[src/rtl/mod_arith_seq.sv]
// Sequencer for one modular-arithmetic op: load B, start the core, wait under a watchdog, clear B, report.
// Min latency from accept to done is 5 cycles; illegal ops report in 1. Busy (cmd_ready=0) outside IDLE.
module mod_arith_seq #(
  parameter int TIMEOUT = 1023
) (
  input  logic       clk,
  input  logic       rst,
  input  logic       cmd_valid,
  output logic       cmd_ready,
  input  logic [2:0] cmd_op,
  input  logic       cmd_mod,
  output logic [2:0] b_op,
  output logic       b_en,
  output logic       flg_mod,
  output logic       core_mode,
  output logic       core_start,
  input  logic       core_done,
  output logic       core_abort,
  output logic       done,
  output logic       err
);

  typedef enum logic [2:0] {
    S_IDLE, S_LOADB, S_START, S_WAIT, S_CLEAR, S_DONE
  } state_t;

  localparam logic [2:0] B_SETY    = 3'b000;
  localparam logic [2:0] B_SETA    = 3'b001;
  localparam logic [2:0] B_DIVINIT = 3'b100;
  localparam logic [2:0] B_MONT    = 3'b101;
  localparam logic [2:0] B_MONTINV = 3'b110;
  localparam logic [2:0] B_CLEAR   = 3'b111;
  localparam logic [9:0] LIMIT     = 10'(TIMEOUT - 1);

  state_t     r_state;
  state_t     w_next;
  logic [2:0] r_op;
  logic       r_mod;
  logic       r_mode;
  logic       r_err;
  logic       r_abort;
  logic [9:0] r_cnt;
  logic [2:0] w_load_op;
  logic       w_accept;
  logic       w_legal;
  logic       w_expire;

  assign w_accept = cmd_valid && (r_state == S_IDLE);
  assign w_legal  = (cmd_op <= 3'd4);
  // Completion has priority over the watchdog when both land in the same cycle.
  assign w_expire = (r_cnt == LIMIT) && !core_done;

  always_comb begin
    w_load_op = B_CLEAR;
    case (r_op)
      3'd0:    w_load_op = B_SETY;
      3'd1:    w_load_op = B_SETA;
      3'd2:    w_load_op = B_MONT;
      3'd3:    w_load_op = B_MONTINV;
      3'd4:    w_load_op = B_DIVINIT;
      default: w_load_op = B_CLEAR;
    endcase
  end

  always_ff @(posedge clk) begin
    if (rst) r_state <= S_IDLE;
    else     r_state <= w_next;
  end

  always_comb begin
    w_next     = r_state;
    cmd_ready  = 1'b0;
    b_en       = 1'b0;
    b_op       = B_CLEAR;
    core_start = 1'b0;
    done       = 1'b0;
    case (r_state)
      S_IDLE: begin
        cmd_ready = 1'b1;
        if (w_accept) w_next = w_legal ? S_LOADB : S_DONE;
      end
      S_LOADB: begin
        b_en   = 1'b1;
        b_op   = w_load_op;
        w_next = S_START;
      end
      S_START: begin
        core_start = 1'b1;
        w_next     = S_WAIT;
      end
      S_WAIT: begin
        if (core_done || w_expire) w_next = S_CLEAR;
      end
      S_CLEAR: begin
        b_en   = 1'b1;
        w_next = S_DONE;
      end
      S_DONE: begin
        done   = 1'b1;
        w_next = S_IDLE;
      end
      default: w_next = S_IDLE;
    endcase
  end

  always_ff @(posedge clk) begin
    if (rst) begin
      r_op    <= 3'd0;
      r_mod   <= 1'b0;
      r_mode  <= 1'b0;
      r_err   <= 1'b0;
      r_abort <= 1'b0;
      r_cnt   <= 10'd0;
    end else begin
      r_abort <= (r_state == S_WAIT) && w_expire;
      if (w_accept) begin
        r_op   <= cmd_op;
        r_mod  <= cmd_mod;
        r_mode <= (cmd_op == 3'd4);
        r_err  <= !w_legal;
      end
      if (r_state == S_START) begin
        r_cnt <= 10'd0;
      end else if (r_state == S_WAIT) begin
        if (core_done)     r_err <= 1'b0;
        else if (w_expire) r_err <= 1'b1;
        else               r_cnt <= r_cnt + 10'd1;
      end
    end
  end

  assign flg_mod    = r_mod;
  assign core_mode  = r_mode;
  assign core_abort = r_abort && (r_state == S_CLEAR);
  assign err        = r_err;

endmodule

[config.mk]
export PLATFORM = sky130hd
export DESIGN_NAME = mod_arith_seq
export DESIGN_NICKNAME = d
export VERILOG_FILES = /design/src/rtl/mod_arith_seq.sv
export SDC_FILE = /design/constraint.sdc
export NUM_CORES = 1
export LEC_CHECK = 0
export ABC_AREA = 1
export BUFFER_PORTS_ARGS = -buffer_cell sky130_fd_sc_hd__buf_2
export CAP_MARGIN = 10
export CORE_MARGIN = 2
export CORE_UTILIZATION = 40
export CTS_CLUSTER_DIAMETER = 100
export CTS_CLUSTER_SIZE = 40
export DETAILED_ROUTE_END_ITERATION = 8
export SYNTH_ARGS = -nofsm -noshare
export SYNTH_HDL_FRONTEND = slang
export SYNTH_SLANG_ARGS = --single-unit
export TNS_END_PERCENT = 20
[constraint.sdc]
create_clock -name clk -period 4.1 [get_ports clk]
set_clock_uncertainty 0.2 [all_clocks]
set_input_delay 1.23 -clock clk [delete_from_list [all_inputs] [get_ports clk]]
set_output_delay 1.23 -clock clk [all_outputs]
set_load 0.05 [all_outputs]
---- After elaboration in Yosys (flattened, before gate mapping) ----
Index checks and enable logic that the tools add are counted.
storage, ports and cells
  register bits after elaboration ......... 20
  input port bits ......................... 8
cells by class
  add/subtract/negate cells ............... 1
  magnitude comparators ................... 1
  equality and inequality tests ........... 13
  multiplexer cells ....................... 15
  bitwise operators ....................... 2
  reduce and logical (&&, ||, !) cells .... 13
operators with widths
  cell                                                   number
  one-hot mux 3 bit (5 select lines)                     2
  == test 3 x 2 -> 1 bit, second input constant          4
  == test 3 bit, second input constant                   4
  two-way mux 3 bit                                      4
  adder 10 x 1 -> 10 bit, second input constant          1
  == test 10 bit, second input constant                  1
  two-way mux 1 bit                                      9
  == test 3 x 1 -> 1 bit, second input constant          2
  zero test 3 bit                                        2
  logical AND 1 bit                                      4
  inequality test 2 bit, second input constant           2
  OR reduction 2 bit                                     2
  less-or-equal comparator 3 bit, second input constant  1
  AND reduction 3 bit                                    1
  zero test 1 bit                                        2
  inverter 1 bit                                         2
  AND reduction 2 bit                                    1
  logical OR 1 bit                                       1

---- Logic depth before layout (Yosys ltp) ----
  word-level depth ........................ 7
  mapped depth ............................ 10

---- Least setup slack after synthesis ----
Ideal clock, no wire load.
  kind .................................... register to output
  from .................................... register r_state[0]
  to ...................................... output port done
  arrival ................................. 1.508 ns
  required time ........................... 2.670 ns
  slack ................................... 1.162 ns
  cell stages (with the launch flop) ...... 3
  buffers on the path ..................... 0
  cells stage by stage .................... dfxtp_1 > inv_1 > nor3_1
between the ends
  cells in the longest elaborated chain, start to end .. 2
RTL lines
  item                      RTL line  text
  start: declaration        35        state_t r_state;
  start signal: assignment  67        else r_state <= w_next;
  == test 3 bit             77        case (r_state)
  two-way mux 1 bit         77
  end: declaration          19        output logic done,
Every way passes these cells.

---- Worst setup path after layout ----
  from .................................... register r_state[1]
  to ...................................... output port b_op[0]
between the ends
  cells in the longest elaborated chain, start to end .. 2
RTL lines
  item                    RTL line  text
  == test 3 x 1 -> 1 bit  77
  two-way mux 3 bit       77
  end: declaration        12        output logic [2:0] b_op,
Every way passes these cells.

==> results.md <==
* Largest net degree at the start of global routing at 13
* Peak supply drop at 0.293 mV
* Worst rel slew slack at 0.804
* Distinct cell type count after synthesis at 23
* Synthesis-stage register bit count at 20
* Dominant cells by area after synthesis: dfxtp_1, nand2_1, nor2_1
* Die span in y at 55.7 µm
* Share of power burned in the clock network at 0.289
* Number of standard-cell rows in the floorplan at 18
* Clock tree from TritonCTS: yes
* Final Wtd Congestion at 0.835
* Sum of overflow across all layers after global routing at 0
* Utilization after layout at 0.495
* CTS H-Tree Depth at 1
* Clock transition at path regs at 0.13 ns
* Count of endpoints failing setup in the final report at 0
* Total number of clock tree sinks at 20
* Routed vias/inst at 4.81
* Required time of the worst setup path at 2.67 ns
* Internal Dissipation at 350 µW
* Most instantiated flip-flop cell in the synthesis netlist: dfxtp_1
* Wire length of the first global-routing pass at 3910 µm
* Run status: finished clean
* Post-synthesis share of cell area spent on xor and xnor gates at 0.0246
* Detailed placer's ending HPWL at 1760 µm
* GR Util met3 at 0.0233
* Initial DRT Pass Iterations at 4
* Compound-gate portion of the synthesized area at 0.125
* Via count of the routed design at 1019
* Worst hold path class: reg2reg
* Number of antenna violations at the first check in global routing at 0
* Routed Antenna Nets at 0
* Yosys warning count at 0
* N_diodes at 0
* Final number of max-transition violations at 0
* Switch share at 0.380
* Maximum fanout encountered on the critical timing path at 5
* Minimum clock period after layout at 2.80 ns
* Total of cells resized after clock tree synthesis at 0
* Clk Latency, worst-skew pair at 0.31 ns
* Upper clock frequency limit at 0.357 GHz
* Synth Instances at 161
* Horizontal die dimension at 55.7 µm
* Flop pwr share at 0.394
* Adder-cell share of the synthesized area at 0.0234
* I/O Pins at 19
* Core area at 2500 µm²
* Top cell type's share of synthesized area at 0.374
* Met1 track utilization from global routing at 0.206
* Via count of the first global-routing pass at 924
* Period utilization at 0.683
* Startpoint Class: flop
* Part of the total power dissipated in combinational logic at 0.317
* CP Capture Type: output pin
* Finished Cell Area at 1240 µm²
* Number of enable flip-flop cells after synthesis at 0
* Drt initial violations at 42
* Top post-synthesis cells by count: nand2_1, nor2_1, dfxtp_1, inv_1, a21oi_1
* Max clock buf depth at 2
* MaxCap Viol Count at 0
* Cts-stage hold buffer count at 0
* Basic-gate share of the synthesized area counting and, or, nand and nor cells at 0.368
* Number of inserted filler cells in the final layout at 257
* Setup repair after global routing missed its margin: false
* Post-synthesis cell type with the largest combined area: dfxtp_1
* Placed standard-cell area at 1190 µm²
* Category of the most critical setup path: reg2out
* Worst Tran Pin Value at 0.293 ns
* Number of nets in the synthesized netlist at 171
* Main combinational cell family by area after synthesis: simple AND/OR/NAND/NOR gates
* Post-detailed-routing wire length at 2200 µm
* Post-synthesis sequential area ratio at 0.374
* Arrival time at the worst endpoint at 1.37 ns
* Post-Route Setup TNS at 0 ns
* Fraction of synthesized area in multiplexers at 0
* Sw Pwr at 215 µW
* Fraction of final layout cells sized beyond drive strength 1 at 0.170
* Post-route DRC violation count at 0
* Final number of hold-violating endpoints at 0
* Layer carrying the most global-route usage: met2
* Power per cell area at 456 nW/µm²
* Buffer count from post-CTS setup fixing at 0
* P_leak at 0.530 nW
* Initial core utilization at 0.428
* Number of nets in the finished design at 193
* # port buffers at 18
* Average wire per standard cell at 10.4 µm
* Area Growth Syn to Fin at 15.8%
* Cell with the most instances after synthesis: nand2_1
* GR Util All Layers at 0.155
* Clock buffers created by TritonCTS at 3
* Async set or reset register ratio after synthesis at 0
* Met2 GRT Util at 0.255
* Final worst hold slack at 0.282 ns
* Mapped cell area at 1070 µm²
* Average instance area after synthesis at 6.64 µm²
* Die Footprint at 3100 µm²
* Clock root buffer: clkbuf_4
metrics by stage:
stage / instances / worst slack (ns) / power (mW)
CTS: 212 / 1.29 / 0.569
finish: 212 / 1.30 / 0.565
floorplan: 161 / 1.16 / 0.366
global route: 212 / 1.19 / 0.596
detailed placement: 208 / 1.65 / 0.407
global placement: 208 / 1.69 / 0.403
state kept, by name (all words and copies together), names as in the netlist:
name	flops
core_mode	1
r_abort	1
r_cnt	10
r_state	3
flg_mod	1
err	1
r_op	3
cell families (layout without fill, tap and decap cells):
logic type | Yosys count | in the layout
AND/OR/NAND/NOR | 89 | 89
AO/OA/AOI/OAI | 25 | 25
adder cells (fa/ha/maj) | 2 | 2
XOR/XNOR | 3 | 3
buffers and inverters | 22 | 43
flip-flops | 20 | 20
layer usage:
metal | vias to the layer above | routed length [µm]
met1 | 454 | 1100
met2 | 9 | 1020
li1 | 554 | -
met3 | 2 | 64
met4 | 0 | 15
met5 | - | 0
critical path, cell delays in order, from the launching register on:
cell     delay (ns)
dfxtp_1        0.43
inv_1          0.08
nand3_1        0.12
inv_1          0.08
o21ai_0        0.07
buf_2          0.28
placed cells by master, fill, tap and decap left out:
cell type,n
a21oi_1,11
a31oi_1,2
buf_2,18
bufinv_16,1
clkbuf_4,3
dfxtp_1,20
ha_1,2
inv_1,20
inv_2,1
nand2_1,45
nand2_2,2
nand3_1,8
nand3_2,1
nand3b_1,2
nand4_1,1
nor2_1,23
nor2_2,2
nor2_4,2
nor3_1,2
nor3_2,1
o21ai_0,9
o21bai_1,2
o22ai_1,1
xnor2_1,2
xor2_1,1
layout make-up:
| cell class | count | area [µm²] | share of cell area |
|---|---|---|---|
| Multi-Input combinational cell | 119 | 579 | 0.468 |
| Sequential cell | 20 | 400 | 0.323 |
| Timing Repair Buffer | 18 | 90.1 | 0.0727 |
| Inverter | 21 | 78.8 | 0.0636 |
| Tap cell | 30 | 37.5 | 0.0303 |
| Clock inverter | 1 | 30.0 | 0.0242 |
| Clock buffer | 3 | 22.5 | 0.0182 |
power by group through the flow:
stage | logic (mW) | registers, mW | clock network (mW)
floorplan | 0.128 | 0.238 | 0
global placement | 0.177 | 0.225 | 0
detailed placement | 0.180 | 0.227 | 0
CTS | 0.180 | 0.223 | 0.166
global route | 0.197 | 0.225 | 0.174
finish | 0.179 | 0.223 | 0.163
path summary, 6_finish.rpt:
check / to / from / slack (ns) / depth (start not counted)
min: core_mode / core_mode / 0.28 / 2
max reg2reg: r_cnt[8] / r_cnt[0] / 2.31 / 9
max: b_op[0] / r_state[1] / 1.30 / 5
min reg2reg: core_mode / core_mode / 0.28 / 2
No activity file was read; power rests on OpenSTA's default activity.
